## src/rtl/cmp_result_window_counter.sv

```systemverilog
// rtl/cmp_result_window_counter.sv - windowed gt/eq/lt outcome counter with valid/ready result port
// Optional strict one-hot flag checking with a flag_err output: define CMP_FLAG_CHECK_EN.
module cmp_result_window_counter #(
  parameter int WINDOW = 16,
  parameter int CNT_W  = 16
) (
  input  logic             clk,
  input  logic             rst_n,
  input  logic             in_valid,
  output logic             in_ready,
  input  logic             gt_in,
  input  logic             eq_in,
  input  logic             lt_in,
  input  logic             flush,
  output logic             out_valid,
  input  logic             out_ready,
  output logic [CNT_W-1:0] gt_cnt,
  output logic [CNT_W-1:0] eq_cnt,
  output logic [CNT_W-1:0] lt_cnt,
`ifdef CMP_FLAG_CHECK_EN
  output logic             flag_err,
`endif
  output logic [CNT_W-1:0] n_cnt
);

  typedef enum logic {ACCUM, REPORT} state_t;

  state_t state;
  logic   accept;
  logic   last_sample;
  logic   close_window;
  logic   one_hot;

  // in_ready is a registered copy of (state == ACCUM), so it can gate accept directly.
  always_comb begin
    accept       = 1'b0;
    last_sample  = 1'b0;
    close_window = 1'b0;
    one_hot      = 1'b0;
    accept       = in_valid && in_ready;
    last_sample  = accept && (n_cnt == CNT_W'(WINDOW - 1));
    close_window = last_sample || (flush && ((n_cnt != '0) || accept));
    one_hot      = (gt_in ^ eq_in ^ lt_in) && !(gt_in && eq_in && lt_in);
  end

  always_ff @(posedge clk) begin
    if (!rst_n) begin
      state     <= ACCUM;
      in_ready  <= 1'b1;
      out_valid <= 1'b0;
      gt_cnt    <= '0;
      eq_cnt    <= '0;
      lt_cnt    <= '0;
      n_cnt     <= '0;
`ifdef CMP_FLAG_CHECK_EN
      flag_err  <= 1'b0;
`endif
    end else begin
      case (state)
        ACCUM: begin
          if (accept) begin
            n_cnt <= n_cnt + CNT_W'(1);
`ifdef CMP_FLAG_CHECK_EN
            if (!one_hot) begin
              flag_err <= 1'b1;
            end else if (gt_in) begin
              gt_cnt <= gt_cnt + CNT_W'(1);
            end else if (eq_in) begin
              eq_cnt <= eq_cnt + CNT_W'(1);
            end else begin
              lt_cnt <= lt_cnt + CNT_W'(1);
            end
`else
            if (gt_in) begin
              gt_cnt <= gt_cnt + CNT_W'(1);
            end else if (eq_in) begin
              eq_cnt <= eq_cnt + CNT_W'(1);
            end else if (lt_in) begin
              lt_cnt <= lt_cnt + CNT_W'(1);
            end
`endif
          end
          if (close_window) begin
            state     <= REPORT;
            in_ready  <= 1'b0;
            out_valid <= 1'b1;
          end
        end
        REPORT: begin
          // Counts hold until the result is taken; new samples wait one bubble cycle.
          if (out_ready) begin
            state     <= ACCUM;
            in_ready  <= 1'b1;
            out_valid <= 1'b0;
            gt_cnt    <= '0;
            eq_cnt    <= '0;
            lt_cnt    <= '0;
            n_cnt     <= '0;
`ifdef CMP_FLAG_CHECK_EN
            flag_err  <= 1'b0;
`endif
          end
        end
        default: begin
          state     <= ACCUM;
          in_ready  <= 1'b1;
          out_valid <= 1'b0;
        end
      endcase
    end
  end

`ifndef CMP_FLAG_CHECK_EN
  logic unused_one_hot;
  assign unused_one_hot = one_hot;
`endif

endmodule

```

## config.mk

```make
export PLATFORM = sky130hd
export DESIGN_NAME = cmp_result_window_counter
export DESIGN_NICKNAME = d
export VERILOG_FILES = /design/src/rtl/cmp_result_window_counter.sv
export SDC_FILE = /design/constraint.sdc
export NUM_CORES = 1
export LEC_CHECK = 0
export CAP_MARGIN = 30
export CORE_MARGIN = 1.5
export CORE_UTILIZATION = 40
export DETAILED_ROUTE_END_ITERATION = 10
export GPL_TIMING_DRIVEN = 0
export PLACE_DENSITY = 0.65
export SLEW_MARGIN = 20
export SYNTH_ARGS = -nofsm -noshare
export SYNTH_HDL_FRONTEND = slang
export SYNTH_SLANG_ARGS = --single-unit
```

## constraint.sdc

```tcl
create_clock -name clk -period 3.25 [get_ports clk]
set_input_delay 0.325 -clock clk [delete_from_list [all_inputs] [get_ports clk]]
set_output_delay 0.325 -clock clk [all_outputs]
set_load 0.01 [all_outputs]
```

======== Word-level counts from Yosys, hierarchy flattened ========
Index checks and enable logic that the tools add are counted.
word-level totals
  register bits after elaboration ......... 67
  memories ................................ 0
  word-level logic and storage cells ...... 56
  input bits .............................. 8
  bits in latches ......................... 0
  ROM bits ................................ 0
  memory bits (writable) .................. 0
cells by class
  reductions and logical operators ........ 11
  $mul .................................... 0
  eq/ne operators ......................... 9
  bitwise gates (word level) .............. 1
  add/subtract/negate cells ............... 4
  $lt $le $gt $ge ......................... 0
  shift operators ......................... 0
  div/mod/pow operators ................... 0
  multiplexer cells ....................... 24
operators by type and width
  kind                                                                     count
  16-bit 2-to-1 mux                                                        11
  16-bit case mux with 2 select lines                                      4
  16-bit by 1-bit adder with 16-bit output (second input constant)         4
  16-bit by 4-bit equality test with 1-bit output (second input constant)  1
  2-bit != test (second input constant)                                    8
  16-bit nonzero test                                                      1
  1-bit 2-to-1 mux                                                         6
  1-bit case mux with 2 select lines                                       3
  5-bit AND reduction                                                      1
  2-bit AND reduction                                                      2
  4-bit AND reduction                                                      1
  1-bit logical AND                                                        3
  3-bit AND reduction                                                      1
  1-bit logical OR                                                         2
  1-bit NOT                                                                1

======== Logic depth before layout (Yosys ltp) ========
Gate-level depths: netlist of the first run.
  depth in word-level cells ............... 6
  depth in mapped cells ................... 7

======== Least setup slack after synthesis of the first run ========
Ideal clock, no wire load.
  path kind ............................... reg-to-reg
  start point ............................. reg in_ready
  end point ............................... reg lt_cnt[14]
  stages on the path, launching flop included .. 7
  data required time ...................... 3180 ps
  slack ................................... 1488 ps
  arrival ................................. 1691 ps
  library setup time ...................... 70 ps
  period minus slack after synthesis ...... 1762 ps
  buffers on the path ..................... 2
  cell sequence ........................... dfxtp_1 -> buf_6 -> and4bb_4 -> o221ai_2 -> buf_6 -> or4_1 -> a21oi_1
on the way
  word-level cells in the longest chain between the ends .. 3
RTL lines
  element                        RTL line  source
  start, declared                10        output logic in_ready,
  start signal, assigned         49        in_ready <= 1'b1;
  start signal, assigned         85        in_ready <= 1'b0;
  start signal, assigned         93        in_ready <= 1'b1;
  1-bit logical AND              40        accept = in_valid && in_ready;
  2-bit != test (no line)        -
  5-bit AND reduction (no line)  -
  end signal, assigned           79        lt_cnt <= lt_cnt + CNT_W'(1);
  end, declared                  19        output logic [CNT_W-1:0] lt_cnt,
Every way passes these cells.
A chain may end at the register's enable or synchronous reset.

======== Final worst setup path of the first run ========
  start point ............................. reg state
  end point ............................... reg eq_cnt[13]
on the way
  word-level cells in the longest chain between the ends .. 3
  elaborated cells between the ends (all ways) .. 7
  those cells by class .................... eq/ne: 4; mux: 1; bitwise: 1; reduce/logical: 1
RTL lines
  element                        RTL line  source
  start, declared                28        state_t state;
  start signal, assigned         48        state <= ACCUM;
  start signal, assigned         84        state <= REPORT;
  start signal, assigned         92        state <= ACCUM;
  1-bit NOT                      -
  2-bit != test (no line)        -
  4-bit AND reduction (no line)  -
  end signal, assigned           77        eq_cnt <= eq_cnt + CNT_W'(1);
  end, declared                  18        output logic [CNT_W-1:0] eq_cnt,
Parallel ways exist; a longest one is shown, timed or not.

==> results.json, run 1 <==
{
  "num_io_pins": 74,
  "netlist_top_cells_area": "dfxtp_1 (39%), a21oi_1 (5.7%), or3_1 (4.2%)",
  "drcViolationCount": 0,
  "h-tree-depth": 3,
  "netlist.area_leader.share_pct": 39.2,
  "post-dp-hpwl_um": 6290,
  "cts_sinks": 67,
  "rsz0062_at_grt": "no",
  "dp_cells": 579,
  "synth_flop_cell": "dfxtp_1",
  "post_cts_buffers": 0,
  "grt_max_degree": 12,
  "clockBufferDepth": 2,
  "min_path_type": "in2reg",
  "syn-num-nets": 416,
  "place_congestion": 0.835,
  "grt_antenna_before_repair": 0,
  "die_h_um": 95.5,
  "min_path_cells": 3,
  "final_layout_size_suffix_gt1_share_pct": 7.76,
  "cp-start-kind": "flip-flop",
  "synth_enable_flop_cells": 0,
  "io_buffer_count": 71,
  "coreArea_um2": 8260,
  "setup_tns_ps": 0,
  "ys_seq_area_share_pct": 39.2,
  "cts_tree": "done",
  "worst_slew_pin_slew_ps": 624,
  "numCtsBuffers": 9,
  "dieArea_um2": 9130,
  "path_max_fanout": 10,
  "powerDensity_nw_per_um2": 369,
  "worstSetupStartpoint": "state",
  "worstSetupPathType": "reg2reg",
  "dr.pass1.iters": 4,
  "p_leak_nw": 1.42,
  "n_antenna_cell": 0,
  "vias": 3342,
  "endpoint_kind": "flip-flop",
  "row_count": 33,
  "finalMaxSlewViolations": 0,
  "worstRegToRegCells": 6,
  "area_growth_syn_to_layout_pct": 29.7,
  "yosysTopAreaCell": "dfxtp_1",
  "overflow": 0,
  "finalNetCount": 499,
  "cts-root-buf": "clkbuf_8",
  "fin_hold_ws_ps": 419,
  "syn_inst": 403,
  "place_ws_ps": 913,
  "finClkSkew_ps": 7.03,
  "ant_nets": 0,
  "hold_end": "n_cnt[1]",
  "synth_seq_cells": 67,
  "hold_violations": 0,
  "grt_pass1_wl_um": 14000,
  "cts_resized": 0,
  "r2r_slack_ps": 1150,
  "start_util_pct": 41.5,
  "grt_use_total_pct": 19.9,
  "setup_viol": 0,
  "dr.first_iter.drc_count": 137,
  "required_ps": 3460,
  "final_cells": 595,
  "timing.rr.start": "state",
  "synthArstFlopShare_pct": 0,
  "layout_setup_ws_ps": 1150,
  "vdd_ir_drop_max_uv": 213,
  "min_period_over_period_pct": 64.8,
  "synth.distinct_cells": 57,
  "maxCapViolations": 0,
  "crit_arrival_ps": 2310,
  "wire_per_inst_um": 14.8,
  "vias_per_cell": 5.62,
  "reg2reg_to": "eq_cnt[13]",
  "clkTransAtPathRegs_ps": 80,
  "ys_warn_count": 0,
  "outcome": "complete, no violations",
  "min_from": "out_ready",
  "period_needed_ps": 2100,
  "wl_um": 8820,
  "first_global_vias": 2879,
  "dpl_cell_area_um2": 4270,
  "stdcell_area_um2": 4440,
  "clk_latency_ps": 340,
  "slew_headroom_pct": 58.4,
  "max_clock_freq_mhz": 475,
  "cts_hold_buffers": 0,
  "syn_area_um2": 3420,
  "die_w_um": 95.5,
  "syn_area_per_cell_um2": 8.50
}
worst max path at each step:
stage                            end  slack [ps]  cells past startpoint
after floorplan           lt_cnt[14]        1490                      6
after global placement    lt_cnt[14]         940                      6
after CTS                   n_cnt[7]        1120                      6
after global routing       gt_cnt[2]         980                      6
final                     eq_cnt[13]        1150                      6
after detailed placement  lt_cnt[14]         910                      6
power breakdown:
group / total [mW] / switching, mW / internal, mW / leakage (nW)
Clock: 0.613 / 0.324 / 0.289 / 0.0839
Sequential: 0.851 / 0.0188 / 0.832 / 0.541
Combinational: 0.175 / 0.103 / 0.0717 / 0.796
area by class of cell:
class / instances / area, µm²
clock inverters: 5 / 30.0
clock buffers: 10 / 138
multi-input cells: 304 / 1920
fillers: 820 / 3820
well taps: 105 / 131
plain buffers: 19 / 111
inverters: 13 / 48.8
repair buffers: 72 / 718
flip-flops and latches: 67 / 1340
flip-flops by register name, indices dropped and copies added, names as in the netlist:
| register | cells |
|---|---|
| eq_cnt | 16 |
| gt_cnt | 16 |
| in_ready | 1 |
| lt_cnt | 16 |
| n_cnt | 16 |
| out_valid | 1 |
| state | 1 |
cells by family after synthesis:
logic type,count (synthesis),synth area share (%)
and+or+nand+nor,159,26.0
AOI/OAI and AO/OA,116,22.0
DFF,67,39.2
buffers and inverters,32,4.68
xor gates and xnor gates,19,4.86
muxes,5,1.46
adders and majority gates,5,1.83
Yosys cell counts (all sizes together) (7+ instances only):
cell and number:
inv 12, buf 11, o31ai 10, o21ai 27, or3 23, dfxtp 67, and4 7, clkbuf 8
nand3 19, nor2 28, a21oi 39, or4 10, nand2 32, xor2 7, nand4 11, xnor2 12
stage by stage:
step	total power, mW	utilization [%]
final	1.64	53.8
after global routing	1.70	53.8
after CTS	1.65	53.7
after floorplan	0.975	-
after detailed placement	1.04	51.7
after global placement	1.04	51.7
metal layers:
metal	GRT usage [%]	vias up	part of all wire, %
li1	-	1681	-
met1	27.1	1565	49
met2	31.5	79	44
met3	3.11	17	4.3
met4	7.84	0	2.0
met5	0	-	0
critical path: stages, from the launching register on:
cell and delay [ps]:
dfxtp_1 510, buf_4 240, nand2_2 110, buf_6 160, nand2_1 310, clkbuf_1 540, a21oi_1 90
placed cells by master (no fill, tap or decap), types with 3 or more instances in the layout:
| master | Yosys | routed |
|---|---|---|
| nand3_1 | 19 | 19 |
| and4_1 | 7 | 7 |
| nand2b_1 | 5 | 5 |
| mux2i_1 | 5 | 5 |
| and3_1 | 3 | 3 |
| clkbuf_8 | 0 | 10 |
| a211oi_1 | 3 | 3 |
| xnor2_1 | 12 | 12 |
| nor4_1 | 5 | 5 |
| clkbuf_1 | 8 | 8 |
| dfxtp_1 | 67 | 67 |
| o31ai_1 | 10 | 10 |
| a31o_2 | 3 | 3 |
| o21ai_0 | 27 | 27 |
| buf_2 | 5 | 5 |
| inv_1 | 11 | 11 |
| buf_4 | 3 | 4 |
| nor2_1 | 28 | 28 |
| or4_1 | 10 | 10 |
| o211ai_1 | 4 | 4 |
| xor2_1 | 7 | 7 |
| clkinv_2 | 0 | 3 |
| nand4_1 | 11 | 11 |
| or3_1 | 23 | 23 |
| and4b_1 | 3 | 3 |
| and2_1 | 4 | 4 |
| buf_6 | 3 | 3 |
| a31oi_1 | 4 | 4 |
| ha_1 | 5 | 5 |
| clkdlybuf4s50_1 | 0 | 71 |
| nand2_1 | 31 | 31 |
| a21oi_1 | 39 | 39 |
| o22a_1 | 4 | 4 |
No activity file was read; power rests on OpenSTA's default activity.
==> run 2, diff against run 1 <==
Settings changed: PLACE_DENSITY 0.65 to 0.68.
Clock period 3.25 ns to 1.8 ns, I/O delays scaled along.
==> results.json, run 2 (synthesized netlist as in run 1, its figures left out) <==
{
  "fillCellCount": 777,
  "p_leak_nw": 1.55,
  "stdcell_area_um2": 4700,
  "critical_path.max_stage_delay_ps": 510,
  "wl_um": 9280,
  "min_path_type": "in2reg",
  "setup_viol": 0,
  "endpoint_kind": "flip-flop",
  "cts-root-buf": "clkbuf_8",
  "final_cells": 609,
  "numCtsBuffers": 9,
  "dpl_cell_area_um2": 4270,
  "max_clock_freq_mhz": 576,
  "drcViolationCount": 0,
  "powerDensity_nw_per_um2": 668,
  "vias_per_cell": 5.70,
  "setup_tns_ps": 0,
  "dp_cells": 579,
  "finalNetCount": 512,
  "dieArea_um2": 9130,
  "grt_max_degree": 13,
  "min_path_cells": 3,
  "worstSetupPathType": "reg2reg",
  "period_needed_ps": 1740,
  "first_global_vias": 3116,
  "coreArea_um2": 8260,
  "power_frac_seq_pct": 49.1,
  "layout_commonest_cell": "clkdlybuf4s50_1",
  "h-tree-depth": 3,
  "vdd_ir_drop_max_uv": 373,
  "maxCapViolations": 0,
  "hold_violations": 0,
  "p_clk_share_pct": 39.9,
  "post-dp-hpwl_um": 6450,
  "switching_share_pct": 27.1,
  "clk_latency_ps": 350,
  "p_int_mw": 2.28,
  "dr.pass1.iters": 4,
  "outcome": "complete, no violations",
  "die_w_um": 95.5,
  "clockBufferDepth": 2,
  "cp-start-kind": "flip-flop",
  "area_growth_syn_to_layout_pct": 37.2,
  "crit_family": "simple AND/OR/NAND/NOR gates",
  "cts_hold_buffers": 0,
  "finalPower_mw": 3.14,
  "dr.first_iter.drc_count": 172,
  "final_layout_size_suffix_gt1_share_pct": 16.5,
  "slew_headroom_pct": 61.9,
  "worst_slew_pin_slew_ps": 568,
  "io_buffer_count": 71,
  "finalMaxSlewViolations": 0,
  "start_util_pct": 41.5,
  "num_io_pins": 74,
  "path_cells": "buf_6 -> and4b_1 -> clkbuf_4 -> o2111ai_4 -> or4_1 -> a21oi_1",
  "cp_num_cells": 6,
  "ant_nets": 0,
  "grt_pass1_wl_um": 15000,
  "row_count": 33,
  "grt_antenna_before_repair": 0,
  "cp_slowest_cell": "or4_1",
  "n_antenna_cell": 0,
  "finClkSkew_ps": 9.49,
  "cts_tree": "done",
  "cts_sinks": 67,
  "required_ps": 2080,
  "path_max_fanout": 8,
  "p_sw_mw": 0.851,
  "crit_arrival_ps": 2020,
  "grt_use_total_pct": 21.2,
  "place_congestion": 0.860,
  "wire_per_inst_um": 15.2,
  "clkTransAtPathRegs_ps": 80,
  "vias": 3472,
  "final_cell_mix": "clkdlybuf4s50_1 (71), dfxtp_1 (57), a21oi_1 (36)",
  "die_h_um": 95.5,
  "min_period_over_period_pct": 96.5,
  "worstRegToRegCells": 6,
  "combPwrFrac_pct": 11.0,
  "overflow": 0,
  "crit_buf_inv": 2
}
## run 2: worst min-delay path, stage by stage
cell and delay, ps:
buf_2 210, o22a_1 150, nor2_1 30
## run 2: final timing paths
path | from | end | slack [ps]
worst max register to register | in_ready | gt_cnt[14] | 60
worst min register to register | lt_cnt[15] | lt_cnt[15] | 480
worst min-delay path | out_ready | gt_cnt[1] | 270
worst max-delay path | in_ready | gt_cnt[14] | 60
## run 2: through the flow
stage               setup WS, ps  hold slack [ps]  utilization, %
floorplan                   38.3              360               -
global placement            -424              457            51.7
detailed placement          -449              478            51.7
CTS                       -0.473              262            55.3
global route               -14.9              269            56.9
finish                      62.7              269            56.9
## run 2: power groups by stage
stage	logic (mW)	clock network [mW]	registers (mW)
after floorplan	0.191	0	1.57
after global placement	0.304	0	1.57
after detailed placement	0.313	0	1.57
after CTS	0.324	1.26	1.54
after global routing	0.376	1.35	1.54
final	0.346	1.25	1.54
## run 2: what timing repair did
item	4_1_cts	5_1_grt
setup endpoints to repair	56	31
pin swaps	3	14
gates resized for setup	16	31
buffers inserted	8	6
cloned	0	0
## run 2: cell type report
cell class	count	area [µm²]	share of cell area (%)
Buffer	19	131	2.80
Clock buffer	9	124	2.64
Clock inverter	7	68.8	1.47
Inverter	13	48.8	1.04
Multi-Input combinational cell	304	2010	42.8
Sequential cell	67	1360	28.9
Tap cell	105	131	2.80
Timing Repair Buffer	85	823	17.5
## run 2: routing by layer
layer / track usage [%] / wire length (µm) / vias up / share of wire (%)
met5: 0 / 0 / - / 0
met4: 5.88 / 80 / 0 / 0.86
met3: 4.39 / 363 / 10 / 3.9
met2: 34.7 / 4450 / 69 / 48
met1: 28.0 / 4390 / 1685 / 47
li1: - / - / 1708 / -
==> run 3, diff against run 2 <==
Settings changed: REMOVE_ABC_BUFFERS set to 1.
==> results.json, run 3 (synthesized netlist as in run 1, its figures left out) <==
{
  "overflow": 0,
  "dp_cells": 563,
  "final_cell_mix": "clkdlybuf4s50_1 (71), dfxtp_1 (60), a21oi_1 (38)",
  "final_cells": 588,
  "required_ps": 2070,
  "dpl_cell_area_um2": 4200,
  "top_layer": "met4",
  "die_w_um": 95.5,
  "endpoint_kind": "flip-flop",
  "layout_commonest_cell": "clkdlybuf4s50_1",
  "post-dp-hpwl_um": 5760,
  "powerDensity_nw_per_um2": 719,
  "grt_antenna_before_repair": 0,
  "cts-root-buf": "clkbuf_8",
  "numCtsBuffers": 9,
  "clockBufferDepth": 2,
  "met1Wirelength_um": 4240,
  "fin_hold_ws_ps": 463,
  "finalMaxSlewViolations": 0,
  "vdd_ir_drop_max_uv": 398,
  "finalNetCount": 491,
  "wire_per_inst_um": 15.0,
  "n_antenna_cell": 0,
  "path_max_fanout": 14,
  "drcViolationCount": 0,
  "place_congestion": 0.772,
  "vias_per_cell": 5.65,
  "first_global_vias": 2924,
  "start_util_pct": 41.5,
  "coreArea_um2": 8260,
  "setup_tns_ps": 0,
  "maxCapViolations": 0,
  "grt_pass1_wl_um": 13800,
  "vias": 3322,
  "cts_hold_buffers": 0,
  "finClkSkew_ps": 15.6,
  "p_leak_nw": 1.47,
  "dr.first_iter.drc_count": 108,
  "cts_tree": "done",
  "ant_nets": 0,
  "stdcell_area_um2": 4600,
  "grt_use_total_pct": 19.0,
  "setup_viol": 0,
  "wl_um": 8830,
  "wl_met2_um": 4110,
  "worstSetupPathType": "reg2reg",
  "hold_violations": 0,
  "dr.pass1.iters": 4,
  "grt_max_degree": 33,
  "cp-start-kind": "flip-flop",
  "worst_slew_pin_slew_ps": 852,
  "io_buffer_count": 73,
  "h-tree-depth": 3,
  "rsz0062_at_grt": "yes",
  "slew_headroom_pct": 43.1,
  "cts_sinks": 67,
  "crit_arrival_ps": 2040,
  "finalPower_mw": 3.30,
  "clkTransAtPathRegs_ps": 80,
  "min_path_type": "reg2reg",
  "final_layout_size_suffix_gt1_share_pct": 11.6,
  "wl_met3_um": 404,
  "clk_latency_ps": 350,
  "period_needed_ps": 1770,
  "num_io_pins": 74,
  "area_growth_syn_to_layout_pct": 34.2,
  "max_clock_freq_mhz": 566,
  "row_count": 33,
  "outcome": "complete, no violations",
  "min_period_over_period_pct": 98.2,
  "die_h_um": 95.5,
  "dieArea_um2": 9130
}
run 3: cell count changes in the layout (fill, tap and decap cells not counted), sizes merged:
| cell | before | now |
|---|---|---|
| bufinv | 1 | 2 |
| clkbuf | 18 | 12 |
| dlygate4sd2 | 0 | 2 |
| clkinv | 5 | 2 |
| clkinvlp | 2 | 1 |
| buf | 24 | 9 |
| o221ai | 2 | 3 |
run 3: final timing paths:
path                            startpoint         end  slack, ps  depth (start not counted)
worst max-delay path                 state  lt_cnt[12]         30                          4
worst min-delay path             out_valid   out_valid        460                          2
worst max register to register       state  lt_cnt[12]         30                          4
worst min register to register   out_valid   out_valid        460                          2
run 3: area by class of cell:
class	count	area, µm²
fill	765	3660
multi-input combinational	305	2020
sequential	67	1360
timing repair buffer	82	808
clock buffer	12	155
tap	105	131
clock inverter	4	72.6
inverter	13	48.8
run 3: stage by stage:
| step | worst slack, ps | utilization, % |
|---|---|---|
| after global placement | -1450 | 50.6 |
| final | 32.1 | 55.7 |
| after floorplan | -517 | - |
| after global routing | -20.3 | 55.7 |
| after detailed placement | -762 | 50.8 |
| after CTS | 23.3 | 54.4 |
run 3: metal layers:
| metal | GRT usage [%] | vias to the layer above |
|---|---|---|
| met5 | 0 | - |
| met4 | 6.86 | 0 |
| met3 | 3.91 | 8 |
| met2 | 29.5 | 76 |
| met1 | 26.0 | 1562 |
| li1 | - | 1676 |
run 3: what timing repair did:
| item | CTS | global route |
|---|---|---|
| setup endpoints to repair | 59 | 21 |
| buffers inserted | 3 | 5 |
| endpoints found under the hold margin | 0 | 0 |
| pin swaps | 0 | 4 |
| gates cloned | 0 | 1 |
| gates resized for setup | 14 | 15 |
run 3: where the power goes:
part / switching [mW] / internal, mW
sequential: 0.0432 / 1.51
combinational: 0.179 / 0.134
clock: 0.587 / 0.855
run 3: worst max-delay path, stage by stage, from the launching register on:
cell,delay [ps]
dfxtp_4,400
and4bb_4,420
o221ai_4,190
or4_4,540
a21oi_1,150
